## src/rtl/disp_sched.sv

```systemverilog
// disp_sched: schedules the shared 4-digit 7-segment display between four base
// screens and three prioritised overlay requesters.
//
// Base screen src[base_sel] is shown while idle. An overlay request borrows the
// display for HOLD_CYCLES cycles. When blink is enabled, the overlay alternates
// visible/blank every BLINK_CYCLES cycles. Each overlay is followed by one BLANK
// gap cycle. Requester 0 has the highest priority.
//
// Ports:
//   clk, rst            clock, synchronous active-high reset
//   base_sel            base screen select (src0..src3)
//   src0..3_data        base screen glyph words
//   ovl_req[2:0]        one-cycle overlay request pulses
//   ovl0..2_data        overlay glyph words, captured at grant
//   ovl_blink[2:0]      per-requester blink enable, captured at grant
//   ovl_cancel          drops the active overlay and all pending requests
//   ovl_ack[2:0]        one-cycle grant pulse
//   busy                overlay shown or pending
//   active_id           requester being shown, 3 = none
//   disp                registered glyph word to the display driver
module disp_sched #(
    parameter int          HOLD_CYCLES  = 50000000,
    parameter int          BLINK_CYCLES = 12500000,
    parameter logic [19:0] BLANK        = 20'hFFFFF
) (
    input  logic        clk,
    input  logic        rst,
    input  logic [1:0]  base_sel,
    input  logic [19:0] src0_data,
    input  logic [19:0] src1_data,
    input  logic [19:0] src2_data,
    input  logic [19:0] src3_data,
    input  logic [2:0]  ovl_req,
    input  logic [19:0] ovl0_data,
    input  logic [19:0] ovl1_data,
    input  logic [19:0] ovl2_data,
    input  logic [2:0]  ovl_blink,
    input  logic        ovl_cancel,
    output logic [2:0]  ovl_ack,
    output logic        busy,
    output logic [1:0]  active_id,
    output logic [19:0] disp
);

    localparam int HW = (HOLD_CYCLES > 2) ? $clog2(HOLD_CYCLES) : 1;
    localparam int BW = (BLINK_CYCLES > 1) ? $clog2(BLINK_CYCLES) : 1;
    localparam logic [1:0] ID_NONE = 2'd3;

    typedef enum logic [1:0] {IDLE, SHOW, GAP} state_t;

    state_t        state_q, state_d;
    logic [2:0]    pending_q, pending_d;
    logic [HW-1:0] hold_q, hold_d;
    logic [BW-1:0] bcnt_q, bcnt_d;
    logic          bphase_q, bphase_d;   // 1 = blank half of the blink period
    logic          blink_en_q, blink_en_d;
    logic [19:0]   data_q, data_d;
    logic [19:0]   disp_q, disp_d;
    logic [2:0]    ack_q, ack_d;
    logic          busy_q, busy_d;
    logic [1:0]    active_q, active_d;

    logic [2:0]    eff;
    logic [1:0]    win;
    logic [2:0]    win_mask;
    logic [19:0]   base_word;
    logic [19:0]   win_data;
    logic          grant;

    always_comb begin
        eff = pending_q | ovl_req;
        if (eff[0]) begin
            win = 2'd0; win_mask = 3'b001; win_data = ovl0_data;
        end else if (eff[1]) begin
            win = 2'd1; win_mask = 3'b010; win_data = ovl1_data;
        end else begin
            win = 2'd2; win_mask = 3'b100; win_data = ovl2_data;
        end
        case (base_sel)
            2'd0:    base_word = src0_data;
            2'd1:    base_word = src1_data;
            2'd2:    base_word = src2_data;
            default: base_word = src3_data;
        endcase
    end

    always_comb begin
        state_d    = state_q;
        pending_d  = pending_q;
        hold_d     = hold_q;
        bcnt_d     = bcnt_q;
        bphase_d   = bphase_q;
        blink_en_d = blink_en_q;
        data_d     = data_q;
        disp_d     = disp_q;
        ack_d      = 3'b000;
        active_d   = active_q;
        grant      = 1'b0;

        if (ovl_cancel) begin
            // Cancel wins over same-cycle requests; they are dropped unacked.
            state_d   = IDLE;
            pending_d = 3'b000;
            active_d  = ID_NONE;
            disp_d    = base_word;
        end else begin
            case (state_q)
                IDLE: begin
                    disp_d = base_word;
                    if (eff != 3'b000) grant = 1'b1;
                end
                SHOW: begin
                    pending_d = eff;
                    // Pending bits are always above active_q, so a winner at or
                    // below active_q can only come from a fresh request.
                    if (eff != 3'b000 && win <= active_q) begin
                        grant = 1'b1;
                    end else if (hold_q == '0) begin
                        state_d  = GAP;
                        active_d = ID_NONE;
                        disp_d   = BLANK;
                    end else begin
                        hold_d = hold_q - HW'(1);
                        if (bcnt_q == BW'(BLINK_CYCLES - 1)) begin
                            bcnt_d   = '0;
                            bphase_d = ~bphase_q;
                        end else begin
                            bcnt_d = bcnt_q + BW'(1);
                        end
                        disp_d = (blink_en_q && bphase_d) ? BLANK : data_q;
                    end
                end
                GAP: begin
                    pending_d = eff;
                    if (eff != 3'b000) begin
                        grant = 1'b1;
                    end else begin
                        state_d = IDLE;
                        disp_d  = base_word;
                    end
                end
                default: begin
                    state_d = IDLE;
                    disp_d  = BLANK;
                end
            endcase

            if (grant) begin
                // A preempted overlay is simply overwritten, never re-queued.
                state_d    = SHOW;
                pending_d  = eff & ~win_mask;
                data_d     = win_data;
                blink_en_d = ovl_blink[win];
                active_d   = win;
                ack_d      = win_mask;
                hold_d     = HW'(HOLD_CYCLES - 1);
                bcnt_d     = '0;
                bphase_d   = 1'b0;
                disp_d     = win_data;
            end
        end

        busy_d = (state_d != IDLE) || (pending_d != 3'b000);
    end

    always_ff @(posedge clk) begin
        if (rst) begin
            state_q    <= IDLE;
            pending_q  <= 3'b000;
            hold_q     <= '0;
            bcnt_q     <= '0;
            bphase_q   <= 1'b0;
            blink_en_q <= 1'b0;
            data_q     <= BLANK;
            disp_q     <= BLANK;
            ack_q      <= 3'b000;
            busy_q     <= 1'b0;
            active_q   <= ID_NONE;
        end else begin
            state_q    <= state_d;
            pending_q  <= pending_d;
            hold_q     <= hold_d;
            bcnt_q     <= bcnt_d;
            bphase_q   <= bphase_d;
            blink_en_q <= blink_en_d;
            data_q     <= data_d;
            disp_q     <= disp_d;
            ack_q      <= ack_d;
            busy_q     <= busy_d;
            active_q   <= active_d;
        end
    end

    assign ovl_ack   = ack_q;
    assign busy      = busy_q;
    assign active_id = active_q;
    assign disp      = disp_q;

endmodule

```

## config.mk

```make
export PLATFORM = sky130hd
export DESIGN_NAME = disp_sched
export DESIGN_NICKNAME = d
export VERILOG_FILES = /design/src/rtl/disp_sched.sv
export SDC_FILE = /design/constraint.sdc
export NUM_CORES = 1
export LEC_CHECK = 0
export ABC_AREA = 0
export CAP_MARGIN = 20
export CORE_UTILIZATION = 52
export DETAILED_ROUTE_END_ITERATION = 16
export GPL_ROUTABILITY_DRIVEN = 0
export PLACE_DENSITY = 0.86
export SLEW_MARGIN = 5
export SYNTH_ARGS = -nofsm -noshare
export SYNTH_HDL_FRONTEND = slang
export SYNTH_SLANG_ARGS = --single-unit
```

## constraint.sdc

```tcl
create_clock -name clk -period 6.9 [get_ports clk]
set_clock_uncertainty 0.15 [all_clocks]
set_input_delay 0.69 -clock clk [delete_from_list [all_inputs] [get_ports clk]]
set_output_delay 0.69 -clock clk [all_outputs]
set_load 0.03 [all_outputs]
```

## Word level (Yosys, flattened, before mapping)

Cells that the tools add are included.

- Bits in registers: 103
- Word-level logic and storage cells: 100

- Bitwise logic cells: 6
- Eq/ne operators: 9
- Muxes and demuxes: 51
- $lt $le $gt $ge: 2
- Reductions and logical operators: 19
- Add/sub/neg operators: 2

Operators by type and width:

| kind | count |
|---|---|
| 20-bit two-way mux | 8 |
| 24-bit two-way mux | 5 |
| 20-bit one-hot mux with 3 select lines | 2 |
| 26-bit two-way mux | 4 |
| 26-bit zero test | 1 |
| 26-bit by 1-bit subtractor with 26-bit output, second input constant | 1 |
| 24-bit by 1-bit adder with 24-bit output, second input constant | 1 |
| 24-bit == test, second input constant | 1 |
| 2-bit two-way mux | 11 |
| 3-bit two-way mux | 5 |
| 1-bit two-way mux | 13 |
| 4-bit != test, second input constant | 2 |
| 2-bit one-hot mux with 3 select lines | 1 |
| 2-bit nonzero test | 3 |
| 3-bit nonzero test | 2 |
| 2-bit OR reduction | 3 |
| 2-bit by 1-bit == test with 1-bit output, second input constant | 2 |
| 2-bit == test, second input constant | 2 |
| 2-bit zero test | 2 |
| 2-bit by 1-bit != test with 1-bit output, second input constant | 2 |
| 2-bit AND reduction | 2 |
| 4-bit AND reduction | 1 |
| 3-bit bitwise AND | 1 |
| 2-bit by 3-bit < comparator with 1-bit output, second input constant | 1 |
| other kinds (10) | 13 |

## Longest topological paths before layout

- Depth after elaboration: 15
- Mapped depth: 13
- Mapped depth without buffers: 10

## Worst setup path after synthesis

Ideal clock, no wire load.

- Kind: input to register
- Start point: input port ovl_req[1]
- End point: register bcnt_q[6]
- Cell stages on the path: 11
- Setup time: 0.070 ns
- Buffers on the path: 1
- Required time: 6.680 ns
- Arrival: 3.072 ns
- Setup slack: 3.607 ns
- Cell sequence: nor2_2 buf_1 nor2_1 inv_1 ha_1 a311oi_2 o31ai_4 and2_1 or2_2 or4_1 a21oi_1

- Cells in the longest elaborated chain, start to end: 10
- Elaborated cells on any way between the ends: 15

Ends and longest elaborated chain:

| item | line | RTL |
|---|---|---|
| start: declaration | 33 | `input logic [2:0] ovl_req,` |
| 3-bit bitwise OR * | 71 | `eff = pending_q \| ovl_req;` |
| 2-bit two-way mux | 74 | `end else if (eff[1]) begin` |
| 2-bit two-way mux | 72 | `if (eff[0]) begin` |
| 2-bit <= comparator | 116 | `if (eff != 3'b000 && win <= active_q) begin` |
| 1-bit logical AND | 116 |  |
| 1-bit two-way mux | 116 |  |
| 1-bit one-hot mux with 2 select lines | 107 | `case (state_q)` |
| 1-bit two-way mux | 100 | `if (ovl_cancel) begin` |
| 2-bit by 1-bit != test with 1-bit output (no source line) / 2-bit nonzero test (equally long branches) | -- |  |
| 4-bit AND reduction (no source line) | -- |  |
| end signal: assignment | 183 | `bcnt_q <= bcnt_d;` |
| end: declaration | 54 | `logic [BW-1:0] bcnt_q, bcnt_d;` |

Every way passes the cells marked *; elsewhere a longest branch is shown, timed or not. The select of a mux whose other input is x is not followed.
A chain may end at the register's enable or synchronous reset.

## Worst setup path in the final report

- Start point: input port ovl_req[1]
- End point: register bcnt_q[20]

The elaborated chain is that of the path after synthesis.

==> results.toml <==
[drt]
routed_via_density = 6.37
drtPass1Iterations = 7
violation_count_after_the_first_detailed_routing_iteration = 619
routed_wire_length_per_instance_um = 18.7
drcViolationCount = 0
final_antenna_net_count = 0
dr_total_vias = 6570
drt-total-wl_um = 19300

[sta]
setup-violations-final = 0
timing.setup.tns_ps = 0
layout_worst_path_cycle_share_pct = 66.7
timing_max_transition_violations_final = 0
tightest_slew_ps = 1040
hold_ws_ps = 320
grt_setup_unrepaired = "no"
final_period_minus_worst_setup_slack_ps = 4600
slew_headroom_pct = 30.0
achievable_freq_mhz = 217
hold_violation_total_from_the_final_report = 0

[run]
cap_viol_max_count = 0

[clock_network]
post-cts-setup-buffer-count = 0
ctsLongestPathBuffers = 2
cts.htree.levels = 3
cts_hold_buf = 0
clk_pin_slew_ps = 70
cts_repair_resize_count = 0
cts.sink_count = 103
cts_tree = "done"
clock_tree.root_cell = "sky130_fd_sc_hd__clkbuf_16"
clk-insertion-delay-late_ps = 340
cts_bufs_inserted = 9

[floorplanning]
initial_utilization_pct = 53.4
die-width_um = 111
dieArea_sq_um = 12200
coreArea_sq_um = 11500
boundaryPins = 177
num_rows = 39
dieHeight_um = 111

[logic_synthesis]
ys.flop_type = "sky130_fd_sc_hd__dfxtp_1"
fraction_of_the_yosys_area_taken_by_sequential_cells_pct = 33.7
ys_top_cells_by_count = "103 x sky130_fd_sc_hd__dfxtp_1, 91 x sky130_fd_sc_hd__a21oi_1, 71 x sky130_fd_sc_hd__o21ai_0"
yosys-top-cells-area = "sky130_fd_sc_hd__dfxtp_1 34%, sky130_fd_sc_hd__a21oi_1 7.4%, sky130_fd_sc_hd__mux4_2 7.4%"
synth_enable_flop_cells = 0
synth.avg_cell_area_sq_um = 8.27
mappedNetlistArea_sq_um = 6120
synth_most_common_cell = "sky130_fd_sc_hd__dfxtp_1"
synth-warning-count = 0
yosysUniqueCellTypes = 62
number_of_register_bits_inferred_by_synthesis = 103
synth.net_count = 899
synthDominantAreaCellType = "sky130_fd_sc_hd__dfxtp_1"
post-synth-top-area-fraction_pct = 33.7
async_flop_share_pct = 0
synthCells = 740

[placed_design]
buffer_ports.inserted = 176
detailed_place.area_sq_um = 7910
place.detailed.hpwl_um = 13800

[global_route]
grt-ovfl-total = 0
grt_first_pass_wirelength_um = 31500
grt_antenna_before_repair = 0
first_global_vias = 6367
grt_use_total_pct = 31.3
largest_net_degree_at_the_start_of_global_routing = 67

[setup_path]
critPathTopFamily = "simple AND/OR/NAND/NOR gates"
cp.required_ps = 7020
crit_fanout = 22
timing.critical_path.cells = "clkdlybuf4s50_1 -> nor2_2 -> buf_4 -> nor2_1 -> inv_1 -> ha_1 -> a311oi_2 -> o31ai_4 -> and4_1 -> o211ai_1 -> or4_1 -> a21oi_1"
max_stage_delay_ps = 970
worst_setup_path_start_kind = "primary input"
criticalPathCategory = "primary input to flip-flop"
crit_arrival_ps = 4720
critical-path-slowest-cell = "sky130_fd_sc_hd__clkdlybuf4s50_1"
timing.critical_path.to_type = "flip-flop"
worst-path-buf-inv = 3

[power]
power-per-cell-area_nw_per_um2 = 200
total_power_mw = 1.63
power.static_leakage_nw = 2.78
max-vdd-ir-drop_uv = 164

[layout]
n_fill_cell = 866
fraction_of_final_layout_cells_with_drive_strength_greater_than_1_pct = 10.4
final_nets = 1042
total_inserted_antenna_cells = 0
multi_input_comb_area_sq_um = 3770
area_growth_pct = 33.8
summed_area_of_non_filler_cells_in_the_final_layout_sq_um = 8190
seqCellArea_sq_um = 2060

[hold_path]
hold_class = "flip-flop to flip-flop"

[status]
run_status = "finished, final reports clean"
## kinds of logic after synthesis
logic type / Yosys count / synth area share [%]
AO/OA/AOI/OAI: 284 / 29.2
XOR/XNOR: 30 / 4.29
adder cells (fa/ha/maj): 8 / 1.64
buffers and inverters: 72 / 4.80
flip-flops: 103 / 33.7
multiplexers: 21 / 7.52
AND/OR/NAND/NOR: 222 / 18.9
## path summary, 6_finish.rpt
path / from / end / slack, ps / depth (start not counted)
setup / recovery: ovl_req[1] / bcnt_q[20]$_SDFFE_PP0P_ / 2300 / 12
hold reg to reg: data_q[18]$_SDFFE_PP1P_ / data_q[18]$_SDFFE_PP1P_ / 320 / 2
setup reg to reg: pending_q[1]$_SDFF_PP0_ / bcnt_q[20]$_SDFFE_PP0P_ / 2820 / 11
hold / removal: data_q[18]$_SDFFE_PP1P_ / data_q[18]$_SDFFE_PP1P_ / 320 / 2
## layer usage
metal	vias up	track usage (%)	share of wire, %
li1	3068	-	-
met1	3129	40.2	41
met2	331	52.1	49
met3	42	5.27	7.8
met4	0	13.1	2.9
met5	-	0	0
## worst reg2reg max path: cells and delay by family, from the launching register on
kind / cells / cell delay, ps
buffers and inverters: 2 / 330
AOI/OAI and AO/OA: 4 / 870
adders and majority gates: 1 / 320
DFF: 1 / 830
and+or+nand+nor: 4 / 1520
## layout by cell type, fill, tap and decap left out, drive strengths merged, types with 6 or more instances in the layout
cell / netlist / routed
a211oi: 7 / 7
a21oi: 91 / 91
a31o: 20 / 20
buf: 24 / 10
clkbuf: 29 / 10
clkdlybuf4s50: 0 / 175
dfxtp: 103 / 103
ha: 8 / 8
inv: 19 / 21
mux4: 20 / 20
nand2: 67 / 67
nand3: 14 / 14
nand4: 9 / 9
nor2: 65 / 65
nor3: 13 / 13
nor4: 11 / 11
o2111ai: 6 / 6
o211ai: 28 / 28
o21ai: 75 / 75
o22ai: 23 / 23
o31ai: 9 / 9
or3: 10 / 10
or4: 9 / 9
xnor2: 12 / 12
xor2: 18 / 18
## sequential cells by signal, summed over array words and instances, names as in the netlist
register	count
pending_q	3
active_id	2
disp	20
ovl_ack	3
hold_q	26
data_q	20
blink_en_q	1
busy	1
bcnt_q	24
state_q	2
bphase_q	1
## layout make-up
cell class	instances	share of cell area (%)
Clock buffer	10	2.92
Sequential cell	103	25.2
Timing Repair Buffer	185	22.3
Inverter	19	0.871
Tap cell	143	2.18
Multi-Input combinational cell	565	46.0
Clock inverter	6	0.535
## per-stage QoR
stage	utilization (%)	cells	setup slack, ps
floorplan	-	740	3610
detailed placement	69.0	1015	2040
finish	71.4	1031	2300
CTS	71.4	1031	2380
global placement	69.0	1015	2220
global route	71.4	1031	1970
## report_power, final
group	switching (mW)	internal, mW	leakage [nW]
registers	0.0417	0.644	0.850
clock network	0.233	0.257	0.139
logic	0.241	0.218	1.79
total	0.516	1.12	2.78
No activity file was read; power rests on OpenSTA's default activity.
==> variant (same settings) <==
Re-encode `state_t` (3 states) as one-hot, 3 bits wide.
--- a/src/rtl/disp_sched.sv
+++ b/src/rtl/disp_sched.sv
@@ -46,7 +46,7 @@
     localparam int BW = (BLINK_CYCLES > 1) ? $clog2(BLINK_CYCLES) : 1;
     localparam logic [1:0] ID_NONE = 2'd3;
 
-    typedef enum logic [1:0] {IDLE, SHOW, GAP} state_t;
+    typedef enum logic [2:0] {IDLE = 3'b001, SHOW = 3'b010, GAP = 3'b100} state_t;
 
     state_t        state_q, state_d;
     logic [2:0]    pending_q, pending_d;
Behaviour: same outputs for any inputs over 4 cycles, from zero or initial values and one cycle with rst high; so few cycles prove little.
==> variant against the unedited design <==
Combinational power is 11% lower; routed wire length down 3.6%; first-iteration DRC count decreased by 24%; sequential cell count rose by 1; critical endpoint is now bcnt_q[8]; power is 5.7% lower; design area decreased by 0.23%; area after synthesis is 0.18% lower; worst setup slack better by 62 ps; critical path type unchanged; non-clock buffer count grew 3; highest routed layer unchanged.
==> variant: results (changes against the unedited design) <==
stage,metric,value,unit,change
worst_hold_path,Hold EP,data_q[9],,was data_q[18]
logic_synthesis,post-synthesis mux area share,8.85,%,was 7.52%
logic_synthesis,post-synthesis cell count,750,,was 740
clock_network,Clock Tree Buf Depth,2,,unchanged
worst_setup_path,CP Data Arrival Time,4650,ps,was 4720 ps
finish,flip-flop count of the largest register after layout,26,,unchanged
logic_synthesis,XOR/XNOR Fraction of Synth Area,1.58,%,was 4.29%
logic_synthesis,cells taking the most area after synthesis,"dfxtp_1 (34%), mux4_2 (7.4%), a21oi_1 (6.7%)",,"was dfxtp_1 (34%), a21oi_1 (7.4%), mux4_2 (7.4%)"
worst_setup_path,max incr delay on CP,620,ps,was 970 ps
worst_setup_path,flop-to-flop setup slack,2860,ps,was 2820 ps
worst_hold_path,hold path depth,1,,was 2
run_status,status,"complete, no violations",,unchanged
worst_setup_path,crit path max-delay cell type,or4_1,,was clkdlybuf4s50_1
logic_synthesis,synth cell count leaders,"dfxtp_1 (104), nor2_1 (87), nand2_1 (83)",,"was dfxtp_1 (103), a21oi_1 (91), o21ai_0 (71)"
pwr,Max VDD drop,0.135,mV,was 0.164 mV
finish,share of cells above drive strength 1,9.68,%,was 10.4%
finish,Layout Nets,1040,,"was 1,042"
clock_network,"Clk Latency, worst-skew pair",340,ps,about the same
global_route,pin count of the biggest net entering global routing,68,,was 67
logic_synthesis,area share of fa/ha/maj cells after synthesis,0.819,%,was 1.63%
global_route,Global Route Usage Sum,30.1,%,was 31.3%
logic_synthesis,sequential share of the synthesized area,34.1,%,was 33.7%
global_route,first-pass GRT wire length,30400,um,"was 31,500 um"
routing,First DRT Iteration DRCs,469,,was 619
global_route,vias in the first global route,6439,,"was 6,367"
timing,Slew HR,35.2,%,was 30.0%
worst_setup_path,critical path peak fanout,67,,was 22
logic_synthesis,Syn Nets,905,,was 899
routing,DR pass1 iterations,5,,was 7
logic_synthesis,Synth Area in Compound Gates,23.7,%,was 29.2%
pwr,NetSw,0.460,mW,was 0.516 mW
routing,vias per cell,6.36,,was 6.37
placed_design,Post-DP HPWL,13400,um,"was 13,800 um"
worst_setup_path,FF-to-FF End,bcnt_q[8],,was bcnt_q[20]
routing,aggregate routed wire length,18600,um,"was 19,300 um"
logic_synthesis,Cell variety after synth,52,,was 62
placed_design,pre-CTS WS,2030,ps,was 2040 ps
worst_hold_path,hold path start,data_q[9],,was data_q[18]
## variant: cell type report
type / count / area, um2
multi-input combinational: 577 / 3760
fill: 891 / 3250
sequential: 104 / 2080
timing repair buffer: 188 / 1870
clock buffer: 9 / 225
tap: 143 / 179
clock inverter: 5 / 36.3
inverter: 5 / 18.8
## variant: how the worst max path moves through the flow
stage	from	endpoint	slack (ps)	cells after the start
6_report	ovl_req[1]	bcnt_q[8]	2360	11
5_1_grt	ovl_req[1]	bcnt_q[23]	2140	11
4_1_cts	ovl_req[1]	hold_q[24]	2330	10
3_5_place_dp	ovl_req[1]	hold_q[24]	2030	10
3_3_place_gp	ovl_req[1]	hold_q[18]	2200	10
2_1_floorplan	ovl_req[1]	bcnt_q[11]	2970	14
## variant: metrics by stage
step | area, um2 | hold slack (ps)
after detailed placement | 7880 | 305
after global routing | 8170 | 338
after CTS | 8140 | 323
final | 8170 | 323
after floorplan | 6110 | 286
after global placement | 7880 | 293
## variant: power groups by stage
stage	combinational [mW]	clock [mW]	sequential (mW)
finish	0.407	0.466	0.669
CTS	0.399	0.468	0.668
global route	0.437	0.492	0.673
global placement	0.385	0	0.678
floorplan	0.206	0	0.703
detailed placement	0.397	0	0.681
## variant: layer usage
metal / GRT usage, % / share of wire (%) / routed length (um) / vias up
li1: - / - / - / 3072
met1: 37.2 / 39 / 7340 / 3121
met2: 51.7 / 50 / 9330 / 314
met3: 4.61 / 7.1 / 1330 / 54
met4: 13.6 / 3.3 / 622 / 0
met5: 0 / 0 / 0 / -
## variant: worst max-delay path: cells and delay by family
family / cells / cell delay (ps)
AND/OR/NAND/NOR: 4 / 1560
AO/OA/AOI/OAI: 4 / 1300
buffers and inverters: 2 / 790
adder cells (fa/ha/maj): 1 / 280
## variant: cell families after synthesis
| family | Yosys count |
|---|---|
| AND/OR/NAND/NOR | 316 |
| adder cells (fa/ha/maj) | 4 |
| flip-flops | 104 |
| XOR/XNOR | 11 |
| AO/OA/AOI/OAI | 217 |
| buffers and inverters | 69 |
| multiplexers | 29 |
